`src/rtl/writeback_stage.sv`:
```
// Writeback stage: sole driver of the register-file write port.
// Loads bypass everything; ALU results queue in a small in-order FIFO and
// flow straight through when nothing else is waiting. Writes to r15 become
// a PC redirect instead of a register write.
// Optional operand forwarding lookup is enabled with `define WB_FWD_EN.
module writeback_stage #(
   parameter int unsigned DEPTH = 2,
   parameter int unsigned CW    = 2
) (
   input  logic          clk_i,
   input  logic          rst_i,
   input  logic          alu_valid_i,
   output logic          alu_ready_o,
   input  logic [3:0]    alu_addr_i,
   input  logic [31:0]   alu_data_i,
   input  logic          mem_valid_i,
   input  logic [3:0]    mem_addr_i,
   input  logic [31:0]   mem_data_i,
   output logic          wr_en_o,
   output logic [3:0]    wr_addr_o,
   output logic [31:0]   wr_data_o,
   output logic          pc_wr_en_o,
   output logic [31:0]   pc_wr_data_o,
`ifdef WB_FWD_EN
   input  logic [3:0]    q1_addr_i,
   input  logic [3:0]    q2_addr_i,
   output logic          q1_hit_o,
   output logic          q2_hit_o,
   output logic [31:0]   q1_data_o,
   output logic [31:0]   q2_data_o,
`endif
   output logic [CW-1:0] pending_o
);

   localparam int unsigned PW = (DEPTH > 1) ? $clog2(DEPTH) : 1;
   localparam logic [3:0]  PcAddr = 4'hF;

   logic [3:0]    fifo_addr_q [DEPTH];
   logic [31:0]   fifo_data_q [DEPTH];
   logic [PW-1:0] wptr_q, wptr_d, rptr_q, rptr_d;
   logic [CW-1:0] count_q, count_d;

   logic          wr_en_q, wr_en_d;
   logic [3:0]    wr_addr_q, wr_addr_d;
   logic [31:0]   wr_data_q, wr_data_d;
   logic          pc_wr_en_q, pc_wr_en_d;
   logic [31:0]   pc_wr_data_q, pc_wr_data_d;

   logic          empty, full, push, sel_pop, sel_flow, fifo_wr, sel_valid;
   logic [3:0]    sel_addr;
   logic [31:0]   sel_data;

   // Source selection and FIFO bookkeeping; ready depends on count only.
   always_comb begin
      empty       = (count_q == '0);
      full        = (count_q == CW'(DEPTH));
      alu_ready_o = !full;
      push        = alu_valid_i && !full;
      sel_pop     = !mem_valid_i && !empty;
      sel_flow    = !mem_valid_i && empty && push;
      fifo_wr     = push && !sel_flow;
      sel_valid   = mem_valid_i || !empty || push;
      sel_addr    = alu_addr_i;
      sel_data    = alu_data_i;
      if (mem_valid_i) begin
         sel_addr = mem_addr_i;
         sel_data = mem_data_i;
      end else if (!empty) begin
         sel_addr = fifo_addr_q[rptr_q];
         sel_data = fifo_data_q[rptr_q];
      end
      wptr_d  = fifo_wr ? wptr_q + PW'(1) : wptr_q;
      rptr_d  = sel_pop ? rptr_q + PW'(1) : rptr_q;
      count_d = count_q + CW'(fifo_wr) - CW'(sel_pop);
   end

   // Output register next state; address/data hold when nothing is written.
   always_comb begin
      wr_en_d      = 1'b0;
      wr_addr_d    = wr_addr_q;
      wr_data_d    = wr_data_q;
      pc_wr_en_d   = 1'b0;
      pc_wr_data_d = pc_wr_data_q;
      if (sel_valid) begin
         if (sel_addr == PcAddr) begin
            pc_wr_en_d   = 1'b1;
            pc_wr_data_d = sel_data;
         end else begin
            wr_en_d   = 1'b1;
            wr_addr_d = sel_addr;
            wr_data_d = sel_data;
         end
      end
   end

   // Control state and output registers, cleared asynchronously.
   always_ff @(posedge clk_i or posedge rst_i) begin
      if (rst_i) begin
         wptr_q       <= '0;
         rptr_q       <= '0;
         count_q      <= '0;
         wr_en_q      <= 1'b0;
         wr_addr_q    <= '0;
         wr_data_q    <= '0;
         pc_wr_en_q   <= 1'b0;
         pc_wr_data_q <= '0;
      end else begin
         wptr_q       <= wptr_d;
         rptr_q       <= rptr_d;
         count_q      <= count_d;
         wr_en_q      <= wr_en_d;
         wr_addr_q    <= wr_addr_d;
         wr_data_q    <= wr_data_d;
         pc_wr_en_q   <= pc_wr_en_d;
         pc_wr_data_q <= pc_wr_data_d;
      end
   end

   // FIFO storage; contents are only meaningful below count, so no reset.
   always_ff @(posedge clk_i) begin
      if (fifo_wr) begin
         fifo_addr_q[wptr_q] <= alu_addr_i;
         fifo_data_q[wptr_q] <= alu_data_i;
      end
   end

   assign wr_en_o      = wr_en_q;
   assign wr_addr_o    = wr_addr_q;
   assign wr_data_o    = wr_data_q;
   assign pc_wr_en_o   = pc_wr_en_q;
   assign pc_wr_data_o = pc_wr_data_q;
   assign pending_o    = count_q;

`ifdef WB_FWD_EN
   // Returns {hit, data}: output register first, then FIFO oldest to
   // youngest so the youngest match wins. r15 never hits.
   function automatic logic [32:0] fwd_lookup(input logic [3:0] a);
      logic [32:0] r;
      r = '0;
      if (wr_en_q && wr_addr_q == a) r = {1'b1, wr_data_q};
      for (int unsigned i = 0; i < DEPTH; i++) begin
         if (CW'(i) < count_q && fifo_addr_q[rptr_q + PW'(i)] == a) begin
            r = {1'b1, fifo_data_q[rptr_q + PW'(i)]};
         end
      end
      if (a == PcAddr) r = '0;
      return r;
   endfunction

   // Combinational forwarding lookups for two read operands.
   always_comb begin
      {q1_hit_o, q1_data_o} = fwd_lookup(q1_addr_i);
      {q2_hit_o, q2_data_o} = fwd_lookup(q2_addr_i);
   end
`endif

endmodule

```
`config.mk`:
```
export PLATFORM = sky130hd
export DESIGN_NAME = writeback_stage
export DESIGN_NICKNAME = d
export VERILOG_FILES = /design/src/rtl/writeback_stage.sv
export SDC_FILE = /design/constraint.sdc
export NUM_CORES = 1
export LEC_CHECK = 0
export BUFFER_PORTS_ARGS = -buffer_cell sky130_fd_sc_hd__buf_2
export CAP_MARGIN = 10
export CORE_UTILIZATION = 27
export CTS_BUF_LIST = sky130_fd_sc_hd__clkbuf_4 sky130_fd_sc_hd__clkbuf_8
export CTS_CLUSTER_DIAMETER = 40
export DETAILED_ROUTE_END_ITERATION = 10
export PLACE_DENSITY = 0.56
export SLEW_MARGIN = 20
export SYNTH_ARGS = -nofsm -noshare
export SYNTH_HDL_FRONTEND = slang
export SYNTH_SLANG_ARGS = --single-unit
```
`constraint.sdc`:
```
create_clock -name clk_i -period 7.25 [get_ports clk_i]
set_input_delay 1.45 -clock clk_i [delete_from_list [all_inputs] [get_ports clk_i]]
set_output_delay 1.45 -clock clk_i [all_outputs]
set_load 0.03 [all_outputs]
```
# ---- After elaboration in Yosys (flattened, before gate mapping)
# Memory sizes are Yosys's and may differ from the RTL's.
# Index checks and enable logic that the tools add are counted.
dict set report word_totals {
  register_bits 74
  mem_bits_rw 72
  wordCells 41
  inputBits 76
  out_inout_bits 73
  memories 2
}
# memory words width read_ports rd_clocked_by_memory_dff write_ports line_no
set memory_table {}
lappend memory_table {fifo_data_q 2 32 1 0 1 39} ;# logic [31:0] fifo_data_q [DEPTH];
lappend memory_table {fifo_addr_q 2 4 1 0 1 38} ;# logic [3:0] fifo_addr_q [DEPTH];
dict set report classes {
  add_sub_neg 4
  n_mux 10
  n_bitwise 1
  n_eq_ne 2
  reduce_logical 14
}
# cell count
set op_table {}
lappend op_table {{two-way mux 32 bit} 2}
lappend op_table {{two-way mux 4 bit} 2}
lappend op_table {{two-way mux 1 bit} 6}
lappend op_table {{logical AND 1 bit} 5}
lappend op_table {{== test 4 bit, second input constant} 1}
lappend op_table {{logical NOT 1 bit} 4}
lappend op_table {{AND reduction 2 bit} 2}
lappend op_table {{adder 1 bit, second input constant} 2}
lappend op_table {{adder 2 x 1 -> 2 bit} 1}
lappend op_table {{== test 2 bit, second input constant} 1}
lappend op_table {{logical NOT 2 bit} 1}
lappend op_table {{logical OR 1 bit} 2}
lappend op_table {{subtractor 2 x 1 -> 2 bit} 1}
lappend op_table {{NOT 1 bit} 1}

# ---- Depth between registers and ports, before layout
dict set report logic_depth {
  depth_word 8
  ltp_mapped 9
  depth_no_buf 5
}

# ---- Worst setup path before layout
# No wires, ideal clock.
dict set report synth_timing {
  path_type {input -> register}
  from {input mem_valid_i}
  to {memory fifo_addr_q[0][0], enable pin}
  t_arrival_ns 3.567
  path_stages 4
  slack_ns 3.253
  setup_ns 0.429
  required_time_ns 6.821
  path_cell_list {clkbuf_1 nor2b_1 o21ai_0 nor2_1}
}
dict set report synth_between {
  elab_chain_cells 7
}
# item line_no
set synth_rtl {}
lappend synth_rtl {{start, declared} 16} ;# input logic mem_valid_i,
lappend synth_rtl {{logical NOT 1 bit} 60} ;# sel_flow = !mem_valid_i && empty && push;
lappend synth_rtl {{logical AND 1 bit (2 in a row)} 60}
lappend synth_rtl {{logical NOT 1 bit} 61} ;# fifo_wr = push && !sel_flow;
lappend synth_rtl {{logical AND 1 bit} 61}
lappend synth_rtl {{two-way mux 1 bit} 121} ;# if (fifo_wr) begin
lappend synth_rtl {{two-way mux 1 bit (not written as such)} 122} ;# fifo_addr_q[wptr_q] <= alu_addr_i;
lappend synth_rtl {{end, declared} 38}
# Every way passes these cells.

# ---- Final worst setup path
dict set report layout_timing {
  from {input mem_valid_i}
  to {register wr_data_q[24], in the netlist wr_data_o[24]}
}
dict set report layout_between {
  elab_chain_cells 4
  elab_cells_between_ends 7
  cone_classes {eq/ne (1); mux (2); bitwise (1); reduce/logical (3)}
}
# item line_no
set layout_rtl {}
lappend layout_rtl {{two-way mux 4 bit} 65} ;# if (mem_valid_i) begin
lappend layout_rtl {{== test 4 bit} 85} ;# if (sel_addr == PcAddr) begin
lappend layout_rtl {{NOT 1 bit (no source line)} -}
lappend layout_rtl {{AND reduction 2 bit (no source line)} -}
lappend layout_rtl {{end signal, assigned} 113} ;# wr_data_q <= wr_data_d;
lappend layout_rtl {{end, declared} 45} ;# logic [31:0] wr_data_q, wr_data_d;
# Several ways; a longest one is shown, not always the timed one.
# A chain may end at the register's enable or synchronous reset.

==> flow_summary_export.csv <==
group,metric,value,unit
power_and_ir_drop,worst_ir_drop_vdd,0.000281,V
cts,clock-sinks,146,
min_path,hold_depth,2,
worst_setup_path,rrSetupSlack,3670,ps
synthesis,yosys_warnings,0,
drt,vias,4192,
synthesis,synth_edf_count,72,
floorplan,coreArea,22000,um2
worst_setup_path,timing.critical_path.mode_cell,"buf_4",
synthesis,synth_fp_nets,552,
timing,min_period,4630,ps
worst_setup_path,cpMaxStageDelayCell,"o211ai_2",
worst_setup_path,cp.required,7580,ps
worst_setup_path,r2r_end,"wr_data_o[24]",
min_path,hold_path_class,"flip-flop to flip-flop",
synthesis,synth_area_leaders,"edfxtp_1, dfrtp_1, mux2i_1",
drt,ant_nets,0,
status,outcome,"complete, but fails checks",
timing,worst_pin_slew,984,ps
synthesis,synth_seq_cells,146,
worst_setup_path,end_kind,"flip-flop",
timing,period_share,63.8,%
cts,clk_latency,450,ps
drt,vias_per_cell,4.62,
min_path,hold_path_end,"pc_wr_data_o[4]",
global_route,grtUsageTotal,13.7,%
synthesis,synthCells,475,
drt,first_pass_iters,8,
cells_and_area,area_growth,24.0,%
global_route,grt-ovfl-total,0,
drt,drt-total-wl,15400,um
synthesis,ys_seq_area_share,65.9,%
timing,skew,14.7,ps
cts,cts_hold_buf,0,
worst_setup_path,worstPathMaxFanout,48,
cells_and_area,finalNetCount,691,
placed_design,gp_congestion,0.762,
synthesis,async_reset_ff_share,50.7,%
synthesis,synth_area,6090,um2
worst_setup_path,cp_cell_sequence,"buf_2 -> buf_4 -> or4b_4 -> a22oi_2 -> o211ai_2 -> and2_2 -> buf_4 -> mux2_1",
cts,clkTransAtPathRegs,90,ps
timing,hold_slack,485,ps
worst_setup_path,r2r_cells,5,
floorplan,io_pins,149,
global_route,grt_pass1_wl,24100,um
synthesis,ys.flop_type,"dfrtp_1",
synthesis,synth_top_area_cell,"edfxtp_1",
status,violations,"DRC",
timing,grt_setup_unrepaired,"no",
power_and_ir_drop,pwr_density_cell,444,nW/um2
cts,cts_inserted_buffers,17,
floorplan,die-area,23200,um2
drt,drc_errors,24,
timing,tns,0,ps
cts,cts_resized,0,
worst_setup_path,reg2reg_from,"pending_o[0]",
timing,relSlewSlack,34.4,%
worst_setup_path,start_kind,"input port",
min_path,hold_start,"pc_wr_data_o[4]",
worst_setup_path,worst-setup-path-type,"input port to flip-flop",
floorplan,row_count,54,
floorplan,fp.dieW,152,um
placed_design,post-dp-hpwl,10400,um
floorplan,start_util,27.7,%
drt,drtIter0Drc,290,
cts,cts_buffer_depth,2,
floorplan,die_h,152,um
synthesis,ys_types,38,
synthesis,synthDominantCellAreaShare,35.5,%
timing,max_freq,216,MHz
synthesis,avgSynthCellArea,12.8,um2
placed_design,port_buffers,148,
placed_design,place_area,7090,um2
global_route,grt_max_degree,75,
drt,post_drt_wl_per_cell,16.9,um
timing,slew_viol_final,0,
run,maxCapViolations,0,
cts,htree_levels,4,
cts,postCtsSetupBuffers,0,
cts,cts_tree,"done",
timing,final-hold-violation-count,0,
global_route,grt_pass1_vias,4177,
cells_and_area,design_area,7550,um2
cts,cts-root-buf,"clkbuf_8",
cells_and_area,drive_above_1_share,33.8,%
worst_setup_path,crit_arrival,4960,ps
timing,setup_viol,0,
global_route,antenna_found_initial,1,
power_and_ir_drop,leakage,0.00322,uW
worst_setup_path,slowest_delay,780,ps
worst_setup_path,crit_start,"mem_valid_i",
## cell usage in the layout (no fill, tap or decap), types with 2 or more instances in the layout
cell / Yosys / layout
buf_2: 3 / 148
dfrtp_1: 74 / 73
edfxtp_1: 72 / 72
a21oi_1: 66 / 66
mux2i_1: 37 / 37
nand2_1: 36 / 36
nor2_1: 36 / 33
o21ai_0: 33 / 33
a211oi_1: 21 / 21
mux2_1: 18 / 18
clkbuf_8: 0 / 18
a21oi_2: 8 / 8
buf_4: 2 / 6
o22a_1: 4 / 4
or4b_1: 3 / 3
o211ai_1: 3 / 3
nor2b_1: 3 / 3
xnor2_1: 3 / 3
bufinv_16: 0 / 3
clkinv_4: 0 / 3
inv_6: 0 / 3
nor3_1: 2 / 2
o211ai_2: 2 / 2
mux2_4: 2 / 2
nor2_4: 0 / 2
clkinv_2: 0 / 2
mux2_2: 2 / 2
## kinds of logic (layout without fill, tap and decap cells)
kind of cell	Yosys count	count (layout)	share of synthesized area, %
adder cells (fa/ha/maj)	1	1	0.205
flip-flops	146	146	65.9
AND/OR/NAND/NOR	85	85	6.04
XOR/XNOR	3	3	0.432
AO/OA/AOI/OAI	143	143	14.1
buffers and inverters	38	190	3.02
other	0	1	0
multiplexers	59	59	10.3
## metal layers
| layer | global-route usage [%] | vias up | part of all wire (%) |
|---|---|---|---|
| met5 | 0 | - | 0 |
| met4 | 4.23 | 0 | 1.1 |
| met3 | 3.98 | 12 | 6.0 |
| met2 | 21.3 | 125 | 45 |
| met1 | 18.5 | 2035 | 48 |
| li1 | - | 2020 | - |
## worst max path at each step
stage	slack (ps)	endpoint	depth (start not counted)
detailed placement	2120	wr_data_o[23]	8
floorplan	3250	fifo_addr_q[0][0]	4
CTS	2620	wr_data_o[23]	8
global placement	2210	wr_data_o[23]	8
finish	2620	wr_data_o[24]	8
global route	2310	wr_data_o[24]	8
## Yosys cell counts, drive strengths merged (2+ instances only)
master  number
nor3         2
edfxtp      72
o22a         4
buf         11
a211oi      21
o211ai       5
nand2       36
o21ai       33
mux2i       37
dfrtp       74
mux2        22
or4b         4
clkbuf      24
xnor2        3
a22oi        2
nor2b        3
inv          3
nor2        36
a21oi       74
## final cells by class
| type | count | area (um2) |
|---|---|---|
| inverters | 3 | 12.5 |
| clock buffers | 19 | 255 |
| clock inverters | 13 | 173 |
| fillers | 2186 | 14400 |
| well taps | 280 | 350 |
| repair buffers | 155 | 813 |
| multi-input cells | 291 | 1930 |
| flip-flops and latches | 146 | 4020 |
| diodes | 1 | 2.50 |
## metrics by stage
stage                     utilization (%)  std cells  worst slack [ps]  total power [uW]
after floorplan                         -        475              3250              2270
after global placement               32.3        874              2210              2690
after detailed placement             32.3        874              2120              2700
after CTS                            34.2        906              2620              3390
after global routing                 34.4        907              2310              3560
final                                34.4        908              2620              3350
## power by group
part | total, uW | switching [uW] | internal, uW
logic | 1340 | 918 | 420
registers | 1320 | 157 | 1170
clock network | 690 | 330 | 360
total | 3350 | 1400 | 1950
## critical path, delay by kind of cell
kind / cells / cell delay [ps]
AO/OA/AOI/OAI: 2 / 850
multiplexers: 1 / 350
AND/OR/NAND/NOR: 2 / 740
buffers and inverters: 3 / 1510
## state kept, by name, indices dropped and copies added, names as in the netlist
register / cells
pc_wr_data_o: 32
fifo_data_q: 64
wr_addr_o: 4
wptr_q: 1
pc_wr_en_o: 1
rptr_q: 1
wr_data_o: 32
fifo_addr_q: 8
wr_en_o: 1
pending_o: 2
(Power assumes the default switching activity.)
